[config.mk]
export PLATFORM = sky130hd
export DESIGN_NAME = aes_key_sched_ctrl
export DESIGN_NICKNAME = d
export VERILOG_FILES = /design/src/rtl/aes_ctrl_pkg.sv /design/src/rtl/aes_key_sched_cnt.sv /design/src/rtl/aes_key_sched_ctrl.sv
export SDC_FILE = /design/constraint.sdc
export NUM_CORES = 1
export LEC_CHECK = 0
export BUFFER_PORTS_ARGS = -buffer_cell sky130_fd_sc_hd__buf_4
export CAP_MARGIN = 20
export CORE_MARGIN = 2
export CORE_UTILIZATION = 45
export CTS_CLUSTER_DIAMETER = 200
export DETAILED_ROUTE_END_ITERATION = 7
export PLACE_DENSITY = 0.72
export SYNTH_ARGS = -nofsm -noshare
export SYNTH_HDL_FRONTEND = slang
export SYNTH_HIERARCHICAL = 1
export SYNTH_SLANG_ARGS = --single-unit
[constraint.sdc]
create_clock -name clk -period 2.2 [get_ports clk]
set_clock_uncertainty 0.15 [all_clocks]
set_input_delay 0.22 -clock clk [delete_from_list [all_inputs] [get_ports clk]]
set_output_delay 0.22 -clock clk [all_outputs]
set_load 0.05 [all_outputs]
[src/rtl/aes_ctrl_pkg.sv]
// Shared definitions for the AES key-schedule controller: FSM states, round and column counts.
package aes_ctrl_pkg;

    typedef enum logic [2:0] {IDLE, LOAD, ISSUE, WAIT, UPDATE, DONE} ctrl_state_e;

    localparam int unsigned NR128 = 10;
    localparam int unsigned NR256 = 14;
    localparam int unsigned COLS  = 4;

    function automatic logic [3:0] last_round(input logic m256);
        return m256 ? 4'(NR256 - 1) : 4'(NR128 - 1);
    endfunction

endpackage

[src/rtl/aes_key_sched_cnt.sv]
// Loadable down-counter with zero and one-before-zero flags; times the Sbox pipeline.
module aes_key_sched_cnt #(
    parameter int unsigned WIDTH = 4
) (
    input  logic             clk,
    input  logic             rst_n,
    input  logic             i_load,
    input  logic [WIDTH-1:0] i_load_val,
    input  logic             i_dec,
    output logic             o_zero,
    output logic             o_last
);

    logic [WIDTH-1:0] r_count;

    always_ff @(posedge clk or negedge rst_n) begin
        if (!rst_n) begin
            r_count <= '0;
        end else if (i_load) begin
            r_count <= i_load_val;
        end else if (i_dec && (r_count != '0)) begin
            r_count <= r_count - 1'b1;
        end
    end

    assign o_zero = (r_count == '0);
    assign o_last = (r_count == {{(WIDTH-1){1'b0}}, 1'b1});

endmodule

[src/rtl/aes_key_sched_ctrl.sv]
// Control FSM for the 32-bit masked key datapath: key load, round-key generation
// (AES-128/256, forward/inverse) and Sbox arbitration with the state datapath.
module aes_key_sched_ctrl
    import aes_ctrl_pkg::*;
#(
    parameter int unsigned SBOX_LAT = 4
) (
    input  logic clk,
    input  logic rst_n,
    input  logic key_valid,
    output logic key_ready,
    input  logic mode_256,
    input  logic inverse,
    output logic sb_req,
    input  logic sb_grant,
    output logic rk_col_valid,
    output logic rk_last,
    output logic busy,
    output logic init,
    output logic enable_pipe_low,
    output logic enable_pipe_high,
    output logic loop,
    output logic add_from_sb,
    output logic rcon_rst,
    output logic rcon_mode_256,
    output logic rcon_update,
    output logic rcon_inverse,
    output logic enable_buffer_from_sbox,
    output logic rst_buffer_from_sbox,
    output logic disable_rot_rcon,
    output logic feedback_from_high,
    output logic col7_toSB,
    output logic mode_256_o
);

    ctrl_state_e r_state, w_state_nxt;
    logic [3:0]  r_rnd;
    logic [1:0]  r_cc;
    logic        r_m256, r_inv;
    logic        w_hs, w_rnd_clr, w_rnd_inc, w_cc_clr, w_cc_inc;
    logic        w_wc_load, w_wc_dec, w_wc_zero, w_wc_last;
    logic        w_odd, w_col_last, w_rnd_last;

    assign w_hs       = key_valid & key_ready;
    // AES-256 odd rounds take the high half of the key with no RotWord/Rcon.
    assign w_odd      = r_m256 & r_rnd[0];
    assign w_col_last = (r_cc == 2'(COLS - 1));
    assign w_rnd_last = (r_rnd == last_round(r_m256));

    always_ff @(posedge clk or negedge rst_n) begin
        if (!rst_n) begin
            r_state <= IDLE;
            r_rnd   <= '0;
            r_cc    <= '0;
            r_m256  <= 1'b0;
            r_inv   <= 1'b0;
        end else begin
            r_state <= w_state_nxt;
            if (w_hs) begin
                r_m256 <= mode_256;
                r_inv  <= inverse;
            end
            if (w_rnd_clr) begin
                r_rnd <= '0;
            end else if (w_rnd_inc) begin
                r_rnd <= r_rnd + 1'b1;
            end
            if (w_cc_clr) begin
                r_cc <= '0;
            end else if (w_cc_inc) begin
                r_cc <= r_cc + 1'b1;
            end
        end
    end

    aes_key_sched_cnt #(
        .WIDTH (4)
    ) u_wait_cnt (
        .clk        (clk),
        .rst_n      (rst_n),
        .i_load     (w_wc_load),
        .i_load_val (4'(SBOX_LAT - 1)),
        .i_dec      (w_wc_dec),
        .o_zero     (w_wc_zero),
        .o_last     (w_wc_last)
    );

    always_comb begin
        w_state_nxt             = r_state;
        w_rnd_clr               = 1'b0;
        w_rnd_inc               = 1'b0;
        w_cc_clr                = 1'b0;
        w_cc_inc                = 1'b0;
        w_wc_load               = 1'b0;
        w_wc_dec                = 1'b0;
        key_ready               = 1'b0;
        sb_req                  = 1'b0;
        rk_col_valid            = 1'b0;
        rk_last                 = 1'b0;
        init                    = 1'b0;
        enable_pipe_low         = 1'b0;
        enable_pipe_high        = 1'b0;
        loop                    = 1'b0;
        add_from_sb             = 1'b0;
        rcon_rst                = 1'b0;
        rcon_update             = 1'b0;
        enable_buffer_from_sbox = 1'b0;
        rst_buffer_from_sbox    = 1'b0;
        disable_rot_rcon        = 1'b0;
        feedback_from_high      = 1'b0;
        col7_toSB               = 1'b0;
        case (r_state)
            IDLE: begin
                key_ready = 1'b1;
                rcon_rst  = 1'b1;
                if (key_valid) begin
                    w_rnd_clr   = 1'b1;
                    w_cc_clr    = 1'b1;
                    w_state_nxt = LOAD;
                end
            end
            LOAD: begin
                init                    = 1'b1;
                enable_pipe_low         = 1'b1;
                enable_pipe_high        = 1'b1;
                rst_buffer_from_sbox    = 1'b1;
                enable_buffer_from_sbox = 1'b1;
                w_state_nxt             = ISSUE;
            end
            ISSUE: begin
                sb_req    = 1'b1;
                col7_toSB = r_m256 & ~r_inv & (r_rnd == 4'd0);
                if (sb_grant) begin
                    if (SBOX_LAT <= 1) begin
                        w_state_nxt = UPDATE;
                    end else begin
                        w_wc_load   = 1'b1;
                        w_state_nxt = WAIT;
                    end
                end
            end
            WAIT: begin
                w_wc_dec = 1'b1;
                if (w_wc_last || w_wc_zero) begin
                    w_state_nxt = UPDATE;
                end
            end
            UPDATE: begin
                rk_col_valid            = 1'b1;
                enable_pipe_low         = ~w_odd;
                enable_pipe_high        = w_odd;
                add_from_sb             = (r_cc == 2'd0);
                enable_buffer_from_sbox = r_inv;
                rst_buffer_from_sbox    = r_inv & (r_cc == 2'd0) & (r_rnd == 4'd0);
                disable_rot_rcon        = w_odd;
                feedback_from_high      = w_odd;
                w_cc_inc                = 1'b1;
                if (w_col_last) begin
                    rcon_update = ~w_odd;
                    if (w_rnd_last) begin
                        rk_last     = 1'b1;
                        w_state_nxt = DONE;
                    end else begin
                        w_rnd_inc   = 1'b1;
                        w_state_nxt = ISSUE;
                    end
                end
            end
            DONE: begin
                loop             = 1'b1;
                enable_pipe_low  = 1'b1;
                enable_pipe_high = r_m256;
                w_state_nxt      = IDLE;
            end
            default: w_state_nxt = IDLE;
        endcase
    end

    assign busy          = (r_state != IDLE);
    assign rcon_mode_256 = r_m256;
    assign mode_256_o    = r_m256;
    assign rcon_inverse  = r_inv;

endmodule

# [Yosys cells after proc, flatten, opt, wreduce, memory -nomap -nowiden]
# Cells that the tools add are included.
[totals] in_bits=6 word_cells=80 regBits=15 output_inout_bits=20
[classes] addsub=3 bitwise_logic=8 mux=38 n_eq_ne=12 reduce_logical=13
[ops] operator="$mux 1" count=21
[ops] operator="$mux 3" count=6
[ops] operator="$mux 4" count=4
[ops] operator="$pmux 3 s5" count=1
[ops] operator="$logic_not 4->1" count=2
[ops] operator="$ne 2x2->1 const B" count=4
[ops] operator="$and 1x1->1" count=6
[ops] operator="$eq 3x2->1 const B" count=2
[ops] operator="$eq 3x3->1 const B" count=2
[ops] operator="$pmux 1 s2" count=3
[ops] operator="$reduce_bool 2->1" count=3
[ops] operator="$add 4x1->4 const B" count=1
[ops] operator="$eq 4x1->1 const B" count=1
[ops] operator="$eq 4x4->1" count=1
[ops] operator="$mux 2" count=2
[ops] operator="$reduce_and 4->1" count=1
[ops] operator="$reduce_bool 4->1" count=1
[ops] operator="$sub 4x1->4 const B" count=1
[ops] operator="$eq 3x1->1 const B" count=1
[ops] operator="$logic_not 3->1" count=1
[ops] operator="$pmux 1 s3" count=1
[ops] operator="$reduce_bool 3->1" count=1
[ops] operator="$add 2x1->2 const B" count=1
[ops] operator="$eq 2x2->1 const B" count=1
[ops] operator="other kinds (5)" count=6

# [Logic depth before layout (Yosys ltp)]
# Gate-level depths: netlist (run 1).
[logic_depth] depth_word=7 ltp_mapped=8 ltp_nobuf=8

# [Modules after synthesis]
# Netlist (run 1), hierarchy kept.
[modules_own_cells] module="aes_key_sched_ctrl" area_per_inst_um2=805.8 cells_per_inst=92 instances=1
[modules_own_cells] module="aes_key_sched_cnt" area_per_inst_um2=266.5 cells_per_inst=30 instances=1

# [Least setup slack after synthesis (run 1)]
# No wires, ideal clock.
[synth_path] path_kind="reg2out" start="register r_state[0]" end="output col7_toSB" path_slack_ps=-812 n_path_buf=1 path_stages_with_launch=5 arrival_ps=2642 t_required_ps=1830 cell_sequence="dfrtp_1 > buf_2 > nor3_2 > nand3_1 > nor3b_1"
[synth_via] elab_chain_len=2
[synth_lines] element="start: declaration" line_no="aes_key_sched_ctrl.sv:36" rtl="ctrl_state_e r_state, w_state_nxt;"
[synth_lines] element="start signal: assignment" line_no="aes_key_sched_ctrl.sv:58" rtl="r_state <= w_state_nxt;"
[synth_lines] element="$eq 3x2->1" line_no="aes_key_sched_ctrl.sv:112" rtl="case (r_state)"
[synth_lines] element="$mux 1" line_no="aes_key_sched_ctrl.sv:112"
[synth_lines] element="end: declaration" line_no="aes_key_sched_ctrl.sv:32" rtl="output logic col7_toSB,"
# No other way between the ends.

# [Worst setup path in the final report (run 1)]
# Same ends and word-level chain as after synthesis.

==> qor.txt, run 1 <==
Status = finished, final reports clean
Worst-path clk slew = 0.09 ns
Distinct cells, synth = 39
Vias in the first global route = 888
Post-Syn Area per Cell = 8.79 um2
Vias/cell = 5.13
Met2 global-route usage = 0.329
Seq cells post-synth = 15
Max H-tree Level = 1
Largest family of logic cells by synthesized area = simple AND/OR/NAND/NOR gates
Setup repair after global routing missed its margin = false
Pleak = 0.660 nW
Setup Crit Path Kind = flop to primary output
Root Buffer = clkbuf_4
GRT overflow = 0
CTS buffer count = 3
Final Hold Viols = 0
Most common cell after layout, fill and taps aside = buf_4
Crit path from = r_state[0]
Die area = 2790 um2
Setup TNS = 0 ns
Share of cells above drive strength 1 = 0.312
# DRC = 0
Worst path arrival time = 1.68 ns
DR WL/cell = 13.6 um
Post-Synth Adder-Cell Area = 0.0817
Area Overhead vs Synth = 28.5%
CTS Sinks = 15
TritonCTS clock tree = yes
Most frequent cells in the layout = 29 x buf_4, 15 x dfrtp_1, 13 x inv_1
Simple-gate share of the synthesized area = 0.233
Tcrit/Tclk final = 0.934
Fillcell total = 210
Busiest grt layer = met2
CP required = 1.83 ns
RR Startpoint = u_wait_cnt/r_count[0]
Bufs on Longest Clock Path = 2
Largest net degree at the start of global routing = 16
Finished Cell Area = 1380 um2
Worst Hold Class = input pin to flop
Placed Area = 1320 um2
Cell Pwr Density = 1420 nW/um2
Post-Route WL = 2.47 mm
CP Max Fanout = 11
Post-DP HPWL = 1.94 mm
Sequential element share of the synthesized area = 0.350
Io pins = 26
Final Setup Violations = 0
Mapped Cells = 122
Worst-skew pair later-pin latency = 0.30 ns
First-pass DRT Iterations = 4
Max Cap Viol = 0
First DRT Iteration DRCs = 16
Slew Viols, Final = 0
Final min period = 2.05 ns
Die Ht = 52.8 um
GR Util met1 = 0.290
Global placer's final weighted congestion = 0.897
Num rows = 17
Total number of vias = 933
First-pass GRT wire length = 4.24 mm
Post-synthesis xor/xnor area fraction = 0.00817
Synth Cell Area = 1070 um2
Crit start category = flop
Core area = 2230 um2
Initial antenna violation count = 0
Peak VDD IR = 0.00104 V
Die X = 52.8 um
Mux cell area share after synthesis = 0.0397
Overall Global Routing Usage = 0.214
Synthesis warning total = 6
Diodes inserted = 0
Final ANT Viol Nets = 0
Beginning of the worst hold path = key_valid
CTS resizes = 0
Crit end category = primary output
Maximum clock rate = 487 MHz
Port buffer count = 25
Complex-gate fraction of the synthesized area = 0.197
Met3 Usage GRT = 0.0657
Worst Hold Slack = 0.106 ns
Initial Utilization = 0.480
Nets@finish = 168
-- cells in the mapped netlist (all sizes together) --
library cell / number / area share
a31oi: 1 / 0.0058
nor2b: 1 / 0.0058
or3: 1 / 0.0058
nor3: 3 / 0.029
nor2: 11 / 0.039
o21a: 1 / 0.0070
or4b: 1 / 0.0093
nand2b: 1 / 0.0058
nand4bb: 1 / 0.011
mux2i: 2 / 0.019
a21oi: 7 / 0.033
inv: 13 / 0.046
ha: 7 / 0.082
and2: 1 / 0.0058
a31o: 1 / 0.016
o211ai: 2 / 0.023
conb: 2 / 0.0070
dfrtp: 15 / 0.35
buf: 6 / 0.037
or3b: 1 / 0.0082
and4b: 1 / 0.0093
o31a: 1 / 0.0082
a2bb2oi: 1 / 0.014
nand4: 1 / 0.0058
a21o: 2 / 0.015
and3: 2 / 0.012
nor3b: 2 / 0.014
o31ai: 2 / 0.023
nand2: 11 / 0.041
nand3: 7 / 0.033
xnor2: 1 / 0.0082
o21ai: 11 / 0.051
mux2: 2 / 0.021
-- worst max-delay path, cell delays in order, from the launching register on --
cell	delay, ns
dfrtp_1	0.39
buf_4	0.20
nor3_4	0.25
nand3_1	0.15
nor3b_4	0.19
buf_4	0.22
-- power breakdown --
part           leakage [nW]  switching [W]  internal [W]
clock network        0.0139      0.0000995     0.0000693
logic                 0.460       0.000772      0.000457
registers             0.185       0.000157      0.000400
-- state kept, by name, indices dropped and copies added (netlist names) --
signal	count
r_rnd	4
mode_256_o	1
rcon_inverse	1
r_state	3
r_cc	2
u_wait_cnt/r_count	4
-- cell type report --
| class | count | area [um2] | area share |
|---|---|---|---|
| flip-flops and latches | 15 | 375 | 0.272 |
| inverters | 13 | 48.8 | 0.0354 |
| well taps | 28 | 35.0 | 0.0254 |
| repair buffers | 32 | 248 | 0.180 |
| clock buffers | 3 | 22.5 | 0.0163 |
| multi-input cells | 90 | 641 | 0.465 |
| clock inverters | 1 | 7.51 | 0.00545 |
-- kinds of logic (layout without fill, tap and decap cells) --
group                    after synthesis  in the layout
flip-flops                            15             15
other                                  2              4
adder cells (fa/ha/maj)                7              7
buffers and inverters                 19             49
AND/OR/NAND/NOR                       45             45
XOR/XNOR                               1              1
AO/OA/AOI/OAI                         29             29
multiplexers                           4              4
-- layer usage --
layer / routed length [um] / part of all wire
met1: 1090 / 0.44
met2: 1210 / 0.49
met3: 148 / 0.060
met4: 19 / 0.0077
met5: 0 / 0
-- through the flow --
| step | worst slack (ns) | utilization | power, W | cells |
|---|---|---|---|---|
| final | 0.145 | 0.617 | 0.00195 | 182 |
| after global routing | 0.0355 | 0.617 | 0.00210 | 182 |
| after CTS | 0.134 | 0.617 | 0.00196 | 182 |
| after detailed placement | 0.219 | 0.590 | 0.00178 | 175 |
| after global placement | 0.328 | 0.590 | 0.00174 | 175 |
| after floorplan | 0.000632 | - | 0.00146 | 124 |
-- path summary, 6_finish.rpt --
path	slack, ns	cells after the start	end
worst max-delay path	0.15	5	col7_toSB
worst min-delay path	0.11	4	r_cc[0]
worst max register to register	0.16	8	r_state[0]
worst min register to register	0.38	1	r_cc[0]
max in group asynchronous	1.54	2	r_cc[1]
min in group asynchronous	0.17	2	r_rnd[0]
-- repair_timing --
item                      in CTS  in global routing
hold endpoints to repair      17                  0
hold buffers                   3                  0
buffers inserted               0                  0
(Power assumes the default switching activity.)
==> run 2: changes to the inputs <==
--- a/config.mk
+++ b/config.mk
@@ -11,8 +11,7 @@
 export CORE_UTILIZATION = 45
 export CTS_CLUSTER_DIAMETER = 200
 export DETAILED_ROUTE_END_ITERATION = 7
-export PLACE_DENSITY = 0.72
+export PLACE_DENSITY_LB_ADDON = 0.05
 export SYNTH_ARGS = -nofsm -noshare
 export SYNTH_HDL_FRONTEND = slang
-export SYNTH_HIERARCHICAL = 1
 export SYNTH_SLANG_ARGS = --single-unit
==> run 2 against run 1 <==
Effect of this change: synthesized cell count shrank 11%; cell count shrank 8.8%; critical path depth is the same; setup slack lost 0.017 ns; register-to-register slack gained 0.24 ns; critical endpoint unchanged; flip-flop and latch count is the same; first-iteration DRC count grew 13%; non-clock buffer count is the same; fmax shrank 0.84%; global-route usage shrank 1.9 points.
==> qor.txt, run 2 <==
Initial antenna violation count = 0 (unchanged)
First-pass GRT wire length = 3.71 mm (-13%)
Top-count cell post-synth = dfrtp_1
Sequential standard cell area = 377 um2 (+0.33%)
Cell Pwr Density = 1550 nW/um2 (+9.4%)
Synthesized net count = 122
Worst Hold Class = input pin to flop
Worst path arrival time = 1.70 ns (+0.02 ns)
Worst-path clk slew = 0.10 ns (about the same)
Vias in the first global route = 808 (-9.0%)
Fillcell total = 184 (-12%)
Hold EP = rcon_inverse
Complex-gate fraction of the synthesized area = 0.184 (-0.0128)
Finished Cell Area = 1290 um2 (-6.3%)
Seq cells post-synth = 15 (unchanged)
Post-synthesis xor/xnor area fraction = 0.0269 (+0.0187)
RR Startpoint = mode_256_o
GR Util met1 = 0.250 (-0.0395)
Die area = 2560 um2 (-8.2%)
Area Overhead vs Synth = 32.1%
Post-synth top flop = dfrtp_1
EDFF count, synth = 0 (unchanged)
Worst Reg-to-Reg Cells = 4 (-4)
CP required = 1.83 ns (about the same)
GRT overflow = 0 (unchanged)
Largest net degree at the start of global routing = 16 (unchanged)
Die Ht = 50.6 um (-4.2%)
Maximum clock rate = 483 MHz (-0.84%)
CP Max Fanout = 9 (-2)
Synth top area share = 0.384 (+0.0341)
CTS Sinks = 15 (unchanged)
Port buffer count = 25 (unchanged)
Slew HR = 0.743
Distinct cells, synth = 34 (-13%)
Fin cells = 166 (-8.8%)
Num rows = 16 (-1)
Bufs on Longest Clock Path = 2 (unchanged)
Final Setup Violations = 0 (unchanged)
Worst Hold Slack = 0.0178 ns (-0.0877 ns)
Tightest Pin Transition = 0.384 ns
Mux cell area share after synthesis = 0.0333 (-0.00638)
Met3 Usage GRT = 0.0268 (-0.0389)
Largest cells by area after synthesis = dfrtp_1 38%, ha_1 9.0%, o21ai_0 5.6%
Total number of vias = 920 (-1.4%)
Mapped Cells = 109 (-11%)
Crit start category = flop
First DRT Iteration DRCs = 18 (+2)
Post-Syn Area per Cell = 8.97 um2 (+2.0%)
TritonCTS clock tree = yes
DR WL/cell = 13.6 um (-0.20%)
Setup repair after global routing missed its margin = false
Vias/cell = 5.54 (+8.1%)
Global placer's final weighted congestion = 0.798 (-11%)
Beginning of the worst hold path = inverse
Slew Viols, Final = 0 (unchanged)
Peak VDD IR = 0.000837 V (-19%)
Final min period = 2.07 ns (+0.0174 ns)
Final Hold Viols = 0 (unchanged)
Pleak = 0.619 nW (-6.2%)
# DRC = 0 (unchanged)
Overall Global Routing Usage = 0.195 (-0.0194)
Setup Crit Path Kind = flop to primary output
Worst Hold Depth = 2 (-2)
Simple-gate share of the synthesized area = 0.201 (-0.0323)
Placed Area = 1220 um2 (-7.0%)
Most common cell after layout, fill and taps aside = buf_4
Reg2reg setup slack = 0.40 ns (+0.24 ns)
First-pass DRT Iterations = 4 (unchanged)
Post-Synth Adder-Cell Area = 0.0896 (+0.00795)
Max Cap Viol = 0 (unchanged)
Post-DP HPWL = 1.67 mm (-14%)
Synthesis warning total = 0 (-6)
Initial Utilization = 0.488 (+0.00801)
Busiest grt layer = met2
Reg2reg end = r_rnd[3]
Sequential element share of the synthesized area = 0.384 (+0.0341)
Status = finished, final reports clean
Tcrit/Tclk final = 0.942 (+0.00789)
Nets@finish = 153 (-8.9%)
Synth Cell Area = 977 um2 (-8.9%)
Max H-tree Level = 1 (unchanged)
Crit end category = primary output
Core area = 2000 um2 (-10%)
Diodes inserted = 0 (unchanged)
Synth top cells by count = 15 x dfrtp_1, 12 x nand2_1, 11 x inv_1, 11 x o21ai_0, 7 x ha_1
Total power = 0.00201 W (+2.6%)
Most frequent cells in the layout = 29 x buf_4, 14 x dfrtp_1, 12 x nand2_1
Placed Cells incl. Taps = 158 (-9.7%)
Async S/R FF share, synth = 1.00 (unchanged)
Multi-input gate area = 564 um2 (-12%)
Root Buffer = clkbuf_4
Worst-skew pair later-pin latency = 0.29 ns (about the same)
CTS buffer count = 3 (unchanged)
Post-Route WL = 2.25 mm (-9.0%)
Leading area contributor after synthesis = dfrtp_1
Setup TNS = 0 ns (unchanged)
Top Registers = r_rnd: 4 flops, u_wait_cnt.r_count: 4 flops, r_state: 3 flops
Die X = 50.6 um (-4.2%)
Io pins = 26 (unchanged)
Final ANT Viol Nets = 0 (unchanged)
Largest family of logic cells by synthesized area = simple AND/OR/NAND/NOR gates
Share of cells above drive strength 1 = 0.338 (+0.0264)
Met2 global-route usage = 0.322 (-0.00680)
==> run 2: worst max-delay path by stage <==
stage / depth (start not counted) / slack [ns] / end / start
floorplan: 3 / -0.15 / col7_toSB / r_state[1]
global route: 5 / 0.002 / col7_toSB / r_rnd[0]
finish: 5 / 0.13 / col7_toSB / r_rnd[0]
CTS: 4 / 0.005 / rk_last / r_state[1]
global placement: 4 / 0.36 / r_rnd[3] / r_state[1]
detailed placement: 4 / 0.31 / r_rnd[3] / r_state[1]
==> run 2: what timing repair did <==
item	CTS	global route
buffers inserted	0	1
hold endpoints to repair	17	0
gates resized for setup	0	1
setup endpoints to repair	0	3
hold buffers	3	0
==> run 2: critical path: stages (launching register included) <==
cell	delay, ns
dfrtp_1	0.50
inv_1	0.10
ha_1	0.13
nor3b_1	0.26
and4b_1	0.23
buf_4	0.19
==> run 2: layer usage <==
| metal | routed length, um | part of all wire | vias up |
|---|---|---|---|
| li1 | - | - | 441 |
| met1 | 1010 | 0.45 | 448 |
| met2 | 1090 | 0.48 | 27 |
| met3 | 121 | 0.054 | 4 |
| met4 | 29 | 0.013 | 0 |
| met5 | 0 | 0 | - |
==> run 2: per-stage QoR <==
step,utilization,setup slack (ns)
2_1_floorplan,-,-0.151
3_3_place_gp,0.612,0.360
3_5_place_dp,0.612,0.311
4_1_cts,0.641,0.00492
5_1_grt,0.645,0.00220
6_report,0.645,0.128
==> run 2: area by class of cell <==
type,instances,area share
Clock buffer,3,0.0174
Clock inverter,1,0.00388
Inverter,11,0.0320
Multi-Input combinational cell,77,0.437
Sequential cell,15,0.292
Tap cell,27,0.0262
Timing Repair Buffer,32,0.192
==> run 2: cells by family (layout without fill, tap and decap cells) <==
group | Yosys count | count (layout)
flops | 15 | 15
fa+ha+maj | 7 | 7
xor+xnor | 3 | 3
compound gates | 28 | 28
buf+inv | 17 | 47
mux | 3 | 3
simple gates | 36 | 36
==> run 2: where the power goes <==
part	internal [W]	leakage [nW]	total, W	switching, W
registers	0.000391	0.191	0.000549	0.000159
clock network	0.0000677	0.0177	0.000166	0.0000981
logic	0.000452	0.410	0.00129	0.000838
total	0.000910	0.619	0.00201	0.00109
==> run 3: changes to the inputs <==
--- a/config.mk
+++ b/config.mk
@@ -5,6 +5,7 @@
 export SDC_FILE = /design/constraint.sdc
 export NUM_CORES = 1
 export LEC_CHECK = 0
+export ABC_AREA = 1
 export BUFFER_PORTS_ARGS = -buffer_cell sky130_fd_sc_hd__buf_4
 export CAP_MARGIN = 20
 export CORE_MARGIN = 2
==> run 3 against run 2 <==
Effect of this change: global-route usage rose by 0.87 points; setup slack improved by 0.012 ns; critical path type unchanged; sequential share of layout area fell by 1.7 points; count of clock-buffer cells in the layout did not move; largest cell class unchanged.
==> qor.txt, run 3 <==
Seq cells post-synth = 15 (unchanged)
GRT overflow = 0 (unchanged)
Core area = 2430 um2 (+21%)
Final Setup Violations = 0 (unchanged)
Largest net degree at the start of global routing = 16 (unchanged)
RR Startpoint = r_state[1]
Critical Path Max Stage Delay = 0.53 ns (+0.03 ns)
Worst path arrival time = 1.69 ns (about the same)
Top Registers = r_rnd: 4 flops, u_wait_cnt.r_count: 4 flops, r_state: 3 flops
Port buffer count = 25 (unchanged)
Distinct cells, synth = 28 (-18%)
Reg2reg setup slack = 0.63 ns (+0.23 ns)
Setup repair after global routing missed its margin = false
Worst Hold Class = input pin to flop
Num rows = 18 (+2)
Fillcell total = 260 (+41%)
Nets@finish = 193 (+26%)
DR WL/cell = 12.9 um (-5.1%)
Largest cells by area after synthesis = dfrtp_1 33%, nand2_1 14%, ha_1 7.7%
Worst Reg-to-Reg Cells = 7 (+3)
Root Buffer = clkbuf_4
Synthesized net count = 168 (+38%)
# DRC = 0 (unchanged)
Sequential element share of the synthesized area = 0.329 (-0.0552)
Initial Utilization = 0.469 (-0.0190)
Crit end category = primary output
Mapped Cells = 155 (+42%)
Critical path endpoint = rst_buffer_from_sbox
Mux cell area share after synthesis = 0 (-0.0333)
Setup TNS = 0 ns (unchanged)
Synth top area share = 0.329 (-0.0552)
Post-layout util = 0.562 (-0.0833)
Post-synth top flop = dfrtp_1
Setup Crit Path Kind = flop to primary output
Die area = 2950 um2 (+15%)
Slew HR = 0.742 (-0.00151)
Maximum clock rate = 485 MHz (+0.60%)
CTS Sinks = 15 (unchanged)
Max Cap Viol = 0 (unchanged)
Vias in the first global route = 993 (+23%)
Post-Syn Area per Cell = 7.36 um2 (-18%)
Top-count cell post-synth = nand2_1
Slew Viols, Final = 0 (unchanged)
Initial antenna violation count = 0 (unchanged)
Die Ht = 54.4 um (+7.4%)
Final min period = 2.06 ns (-0.0123 ns)
Crit-path cells = nor2_4 -> nand2_4 -> clkinv_2 -> nand2_1 -> o21ai_1 -> buf_4
Crit start category = flop
First-pass DRT Iterations = 4 (unchanged)
Overall Global Routing Usage = 0.204 (+0.00871)
Buffers and inverters on the worst path = 2 (unchanged)
Simple-gate share of the synthesized area = 0.368 (+0.167)
Status = finished, final reports clean
Synth Cell Area = 1140 um2 (+17%)
Post-Synth Adder-Cell Area = 0.0768 (-0.0129)
Leading area contributor after synthesis = dfrtp_1
EDFF count, synth = 0 (unchanged)
Share of cells above drive strength 1 = 0.285 (-0.0532)
Synth top cells by count = 44 x nand2_1, 22 x inv_1, 15 x dfrtp_1, 10 x nand3_1, 8 x nor2_1
Complex-gate fraction of the synthesized area = 0.0735 (-0.111)
TritonCTS clock tree = yes
Diodes inserted = 0 (unchanged)
Placed Cells incl. Taps = 204 (+29%)
Most common cell after layout, fill and taps aside = nand2_1
Die X = 54.4 um (+7.4%)
Critical path's top delay family = flip-flops
Total number of vias = 1065 (+16%)
Async S/R FF share, synth = 1.00 (unchanged)
Most frequent cells in the layout = 44 x nand2_1, 25 x buf_4, 22 x inv_1
Max H-tree Level = 1 (unchanged)
Post-Route WL = 2.69 mm (+19%)
Final Hold Viols = 0 (unchanged)
Tightest Pin Transition = 0.388 ns (+0.00356 ns)
Worst-skew pair later-pin latency = 0.29 ns (about the same)
CP required = 1.83 ns (about the same)
Global placer's final weighted congestion = 0.744 (-6.8%)
Fin cells = 209 (+26%)
Reg2reg end = r_rnd[0]
Bufs on Longest Clock Path = 2 (unchanged)
Io pins = 26 (unchanged)
CP Max Fanout = 9 (unchanged)
Tcrit/Tclk final = 0.936 (-0.00561)
Crit path from = r_state[1]
Worst-path clk slew = 0.11 ns (about the same)
Post-synthesis xor/xnor area fraction = 0.0154 (-0.0115)
First-pass GRT wire length = 4.28 mm (+16%)
Slowest cell on crit path = dfrtp_1
Final ANT Viol Nets = 0 (unchanged)
CTS buffer count = 3 (unchanged)
Post-DP HPWL = 2.07 mm (+25%)
Critical Path Stages = 6 (+1)
Area Overhead vs Synth = 19.7%
Synthesis warning total = 0 (unchanged)
First DRT Iteration DRCs = 24 (+6)
Largest family of logic cells by synthesized area = simple AND/OR/NAND/NOR gates
Total setup buffers inserted after CTS = 0 (unchanged)
Vias/cell = 5.10 (-8.1%)
## run 3: kinds of logic after synthesis
logic type | Yosys count
AOI/OAI and AO/OA | 14
xor gates and xnor gates | 2
adders and majority gates | 7
buffers and inverters | 32
DFF | 15
and+or+nand+nor | 85
## run 3: routing by layer
metal / GRT usage / routed length [um] / share of wire / vias to the layer above
li1: - / - / - / 530
met1: 0.244 / 1170 / 0.43 / 497
met5: 0 / 0 / 0 / -
met4: 0.0833 / 34 / 0.013 / 0
met3: 0.0410 / 166 / 0.062 / 4
met2: 0.353 / 1320 / 0.49 / 34
## run 3: metrics by stage
stage                     cell area, um2  hold WS, ns  worst slack, ns
after floorplan                     1160       -0.226           0.0558
after global placement              1330      -0.0566            0.560
after detailed placement            1330      -0.0537            0.484
after CTS                           1370       0.0158            0.134
after global routing                1370       0.0230           0.0396
final                               1370       0.0234            0.140
## run 3: timing repair
item,4_1_cts,5_1_grt
setup endpoints to repair,0,0
gates resized for setup,0,0
hold buffers,1,0
endpoints found under the hold margin,15,0
## run 3: worst min-delay path by stage
stage | startpoint | to | slack [ns] | depth (start not counted)
after detailed placement | rst_n | mode_256_o | -0.05 | 1
after floorplan | rst_n | mode_256_o | -0.23 | 0
after CTS | mode_256 | mode_256_o | 0.02 | 3
after global placement | rst_n | rcon_inverse | -0.06 | 1
after global routing | inverse | rcon_inverse | 0.02 | 3
final | mode_256 | mode_256_o | 0.02 | 3
## run 3: final cells by class
class | instances | area [um2] | area share
multi-input combinational | 108 | 628 | 0.460
clock buffer | 3 | 22.5 | 0.0165
timing repair buffer | 26 | 198 | 0.145
clock inverter | 1 | 5.00 | 0.00366
sequential | 15 | 375 | 0.275
tap | 30 | 37.5 | 0.0275
inverter | 26 | 100 | 0.0733
## run 3: worst register-to-register path: cells and delay by family, from the launching register on
| kind | cells | cell delay (ns) |
|---|---|---|
| simple gates | 6 | 0.57 |
| buf+inv | 1 | 0.14 |
| flops | 1 | 0.59 |
Power of run 3 is left out: the tool's default activity adds up to more than one toggle a clock period on the data nets, which glitch-free logic cannot reach.
